File: config.mk
export PLATFORM = sky130hd
export DESIGN_NAME = prog_loader
export DESIGN_NICKNAME = d
export VERILOG_FILES = /design/src/rtl/prog_loader_pkg.sv /design/src/rtl/prog_loader.sv
export SDC_FILE = /design/constraint.sdc
export NUM_CORES = 1
export LEC_CHECK = 0
export CAP_MARGIN = 10
export CELL_PAD_IN_SITES_DETAIL_PLACEMENT = 0
export CELL_PAD_IN_SITES_GLOBAL_PLACEMENT = 1
export CORE_UTILIZATION = 39
export CTS_BUF_LIST = sky130_fd_sc_hd__clkbuf_16
export CTS_CLUSTER_DIAMETER = 80
export DETAILED_ROUTE_END_ITERATION = 8
export PLACE_DENSITY = 0.72
export SYNTH_ARGS = -nofsm -noshare
export SYNTH_HDL_FRONTEND = slang
export SYNTH_SLANG_ARGS = --single-unit
File: constraint.sdc
create_clock -name clk -period 1.95 [get_ports clk]
set_input_delay 0.39 -clock clk [delete_from_list [all_inputs] [get_ports clk]]
set_output_delay 0.39 -clock clk [all_outputs]
set_load 0.05 [all_outputs]
File: src/rtl/prog_loader_pkg.sv
// Shared types and helpers for the boot-time program loader.
package prog_loader_pkg;

  typedef enum logic [2:0] {
    StIdle,
    StLen,
    StData,
    StCsum,
    StDone,
    StErr
  } state_e;

  // A disabled timeout (0) still needs a 1-bit counter to keep widths legal.
  function automatic int unsigned timer_width(input int unsigned timeout);
    return (timeout < 1) ? 1 : $clog2(timeout + 1);
  endfunction

endpackage

File: src/rtl/prog_loader.sv
// Framed byte-stream loader: writes a sync/length/data/checksum frame into
// instruction memory and holds the CPU in reset until the frame verifies.
module prog_loader
  import prog_loader_pkg::*;
#(
  parameter int unsigned         ADDR_W    = 6,
  parameter int unsigned         DATA_W    = 8,
  parameter logic [DATA_W-1:0]   SYNC_BYTE = 8'hA5,
  parameter int unsigned         TIMEOUT   = 1023
) (
  input  logic              clk,
  input  logic              rst,
  input  logic [DATA_W-1:0] in_data,
  input  logic              in_valid,
  output logic              in_ready,
  output logic              mem_we,
  output logic [ADDR_W-1:0] mem_addr,
  output logic [DATA_W-1:0] mem_data,
  output logic              cpu_rst,
  output logic              done,
  output logic              err
);

  localparam int unsigned DEPTH = 2 ** ADDR_W;
  localparam int unsigned CW    = ADDR_W + 1;
  localparam int unsigned TW    = timer_width(TIMEOUT);

  state_e            state_q, state_d;
  logic [CW-1:0]     len_q, len_d;
  logic [CW-1:0]     count_q, count_d;
  logic [DATA_W-1:0] csum_q, csum_d;
  logic [TW-1:0]     timer_q, timer_d;
  logic              we_d;
  logic [ADDR_W-1:0] addr_d;
  logic [DATA_W-1:0] data_d;
  logic              xfer;
  logic              in_frame;

  assign xfer = in_valid & in_ready;

  always_comb begin
    state_d  = state_q;
    len_d    = len_q;
    count_d  = count_q;
    csum_d   = csum_q;
    timer_d  = '0;
    we_d     = 1'b0;
    addr_d   = mem_addr;
    data_d   = mem_data;
    in_frame = (state_q == StLen) || (state_q == StData) || (state_q == StCsum);

    if (in_frame) begin
      timer_d = xfer ? '0 : timer_q + TW'(1);
    end

    unique case (state_q)
      StIdle, StDone, StErr: begin
        if (xfer && (in_data == SYNC_BYTE)) state_d = StLen;
      end
      StLen: begin
        if (xfer) begin
          if ((in_data != '0) && (32'(in_data) <= DEPTH)) begin
            len_d   = CW'(in_data);
            count_d = '0;
            csum_d  = '0;
            state_d = StData;
          end else begin
            state_d = StErr;
          end
        end
      end
      StData: begin
        if (xfer) begin
          we_d    = 1'b1;
          addr_d  = count_q[ADDR_W-1:0];
          data_d  = in_data;
          csum_d  = csum_q ^ in_data;
          count_d = count_q + CW'(1);
          if (count_q + CW'(1) == len_q) state_d = StCsum;
        end
      end
      StCsum: begin
        if (xfer) state_d = (in_data == csum_q) ? StDone : StErr;
      end
      default: state_d = StIdle;
    endcase

    // A stall of TIMEOUT cycles inside a frame abandons it.
    if ((TIMEOUT != 0) && in_frame && !xfer && (timer_q == TW'(TIMEOUT))) begin
      state_d = StErr;
      timer_d = '0;
    end
  end

  always_ff @(posedge clk or posedge rst) begin
    if (rst) begin
      state_q  <= StIdle;
      len_q    <= '0;
      count_q  <= '0;
      csum_q   <= '0;
      timer_q  <= '0;
      in_ready <= 1'b0;
      mem_we   <= 1'b0;
      mem_addr <= '0;
      mem_data <= '0;
      cpu_rst  <= 1'b1;
      done     <= 1'b0;
      err      <= 1'b0;
    end else begin
      state_q  <= state_d;
      len_q    <= len_d;
      count_q  <= count_d;
      csum_q   <= csum_d;
      timer_q  <= timer_d;
      in_ready <= 1'b1;
      mem_we   <= we_d;
      mem_addr <= addr_d;
      mem_data <= data_d;
      cpu_rst  <= (state_d != StDone);
      done     <= (state_d == StDone);
      err      <= (state_d == StErr);
    end
  end

endmodule
==> flow_summary.ini <==
[status]
status = complete, no violations

[grt]
antenna_found_initial = 0
grt_max_degree = 43
gr-usage-all-layers_pct = 17.8
grt_pass1_wl_um = 9940
grt_pass1_vias = 2006
overflow = 0

[power_and_ir_drop]
p_per_area_nw_per_um2 = 812
peakVddDrop_mv = 0.600
power_mw = 2.77
p_leak_nw = 1.64

[setup_path]
critPathCaptureType = flop
crit_fanout = 4
worstPathRequired_ps = 2180
critical_path.cell_chain = clkdlybuf4s50_1, buf_4, xor2_1, nor4_1, a31o_2, o311a_1, and3_1
cp.buffers_inverters = 2
cp_slowest_cell = clkdlybuf4s50_1
setup.worst_path.class = in -> reg
crit_path_start_kind = input pin
r2r-end = done$_DFF_PP0_
path_depth = 7
ff2ff_setup_slack_ps = 120
reg2reg_from = count_q[0]$_DFFE_PP0P_
slowest_delay_ps = 500
critical_path_arrival_ps = 2140
endpoint = done$_DFF_PP0_
critPathTopFamily = buffers and inverters
crit_start = in_data[6]
rr_worst_depth = 6

[floorplanning]
die_w_um = 83.7
start_util_pct = 40.8
die_h_um = 83.7
std_cell_rows = 29
pin_count = 30
coreArea_sq_um = 6390
die-area_sq_um = 7010

[synth]
yosysWarnings = 0
avgSynthCellArea_sq_um = 9.79
seq_area_frac_synth_pct = 51.9
synth_top_area_share_pct = 50.9
ys_top_cells_by_area = dfrtp_1 (51%), nand2_1 (7.8%), xor2_1 (5.7%)
syn_inst = 266
async_reset_ff_share_pct = 100
synth_ff_type = dfrtp_1
ys_ff_latch = 54
yosysUniqueCellTypes = 41
syn-num-nets = 279
syn_area_sq_um = 2600
synth_edf_count = 0
yosys.area.top_type = dfrtp_1

[finish]
area_growth_pct = 30.9
nNetsFinal = 342
nFillCells = 636
regArea_sq_um = 1350
postLayoutCellArea_sq_um = 3410
drive_gt1_share_pct = 18.2
antenna_cells = 0
multi_input_area_sq_um = 1210
fin_cells = 407
final_common_cell = nand2_1
final_cell_mix = nand2_1 (53), dfrtp_1 (52), buf_4 (36)

[clocking]
cts_tree = done
root_buffer = clkbuf_16
hold_buffers = 0
cts_buffer_depth = 2
clock_latency_ps = 290
clkTransAtPathRegs_ps = 70
cts_made_buffers = 5
clock_sinks = 54
cts_max_level = 2

[min_path]
hold_class = in -> async

[placement]
gp_congestion = 0.801
post_dp_cell_area_sq_um = 3220
dp_cells = 398
io_buffers = 29
hpwlAfterDp_um = 4030

[route]
drc = 0
wl_um = 5620
postRouteAntennaNets = 0
drt_pass1_iterations = 6
vias_per_cell = 5.02
first_iter_violations = 79
vias = 2045
wl_per_cell_um = 13.8

[sta]
tightest_slew_ps = 497
report.final.setup_viol = 0
slew_viol_final = 0
fin_crit_sh_pct = 97.9
hold_viol_final = 0
fin_setup_tns_ps = 0
max-slew-margin-rel_pct = 66.7
clock.fmax_ghz = 0.524
fin_worst_skew_ps = 6.21
rsz0062_at_grt = false
finalCriticalPeriod_ps = 1910

[run]
max_cap_violations = 0
==> Yosys cell counts (2+ instances only) <==
library cell  number
ha_1               2
mux2i_1           10
and3_1             5
nor4_1             3
nand2b_1           4
buf_2              2
or3_1              6
xnor2_1            7
dfrtp_1           53
nand4_1            3
clkbuf_1           6
o211ai_1           2
a21o_1             2
o21ai_1            4
nand3_1           12
a21oi_1           14
inv_1              4
mux2_1             7
nor3_1             5
xor2_1            17
nor2_1            24
o21ai_0            2
nand2_1           54
==> state kept, by name (all words and copies together) (netlist names) <==
signal    flops
cpu_rst       1
mem_addr      6
err           1
count_q       7
len_q         7
in_ready      1
mem_we        1
state_q       3
done          1
mem_data      8
csum_q        8
timer_q      10
==> kinds of logic (layout without fill, tap and decap cells) <==
group | Yosys count | in the layout | share of synthesized area (%)
DFF | 54 | 54 | 51.9
adders and majority gates | 2 | 2 | 0.961
AOI/OAI and AO/OA | 31 | 31 | 7.26
buffers and inverters | 14 | 78 | 2.88
and+or+nand+nor | 122 | 122 | 21.4
muxes | 18 | 18 | 7.30
xor gates and xnor gates | 24 | 24 | 8.07
other | 1 | 1 | 0.144
==> stage by stage <==
stage / hold slack, ps / setup WS (ps) / util [%]
2_1_floorplan: 455 / -28.4 / -
5_1_grt: 450 / 12.8 / 53.4
4_1_cts: 422 / 15.9 / 53.3
3_5_place_dp: 463 / -554 / 50.5
3_3_place_gp: 458 / -548 / 50.5
6_report: 403 / 41.1 / 53.4
==> per-layer routing <==
layer | GRT usage [%] | wire, um | vias up | part of all wire, %
li1 | - | - | 1032 | -
met1 | 24.7 | 2780 | 975 | 49
met5 | 0 | 0 | - | 0
met2 | 28.5 | 2570 | 31 | 46
met3 | 3.26 | 204 | 7 | 3.6
met4 | 5.08 | 70 | 0 | 1.2
==> repair_timing <==
action	CTS	global route
endpoints found under the setup margin	26	13
buffers inserted	1	0
gates resized for setup	12	9
pin swaps	6	6
==> power by group <==
group	switching [mW]	leakage [nW]	total, mW	internal [mW]
Clock	0.385	0.0864	0.982	0.597
Sequential	0.0512	0.729	1.26	1.21
Combinational	0.302	0.820	0.524	0.222
Total	0.738	1.64	2.77	2.03
==> how the worst min path moves through the flow <==
| stage | start | end | slack (ps) | depth (start not counted) |
|---|---|---|---|---|
| 2_1_floorplan | timer_q[0]$_DFF_PP0_ | timer_q[0]$_DFF_PP0_ | 460 | 1 |
| 4_1_cts | rst | csum_q[2]$_DFFE_PP0P_ | 420 | 2 |
| 3_5_place_dp | mem_data[0]$_DFFE_PP0P_ | mem_data[0]$_DFFE_PP0P_ | 460 | 2 |
| 6_report | rst | csum_q[2]$_DFFE_PP0P_ | 400 | 2 |
| 3_3_place_gp | mem_addr[3]$_DFFE_PP0P_ | mem_addr[3]$_DFFE_PP0P_ | 460 | 2 |
| 5_1_grt | rst | timer_q[8]$_DFF_PP0_ | 450 | 2 |
==> layout make-up <==
class / count / area share [%]
Tap cell: 77 / 2.83
Sequential cell: 54 / 39.7
Timing Repair Buffer: 65 / 16.3
Inverter: 5 / 0.918
Multi-Input combinational cell: 198 / 35.4
Clock inverter: 3 / 1.10
Clock buffer: 5 / 3.67
Power figures use the tool's default switching activity.
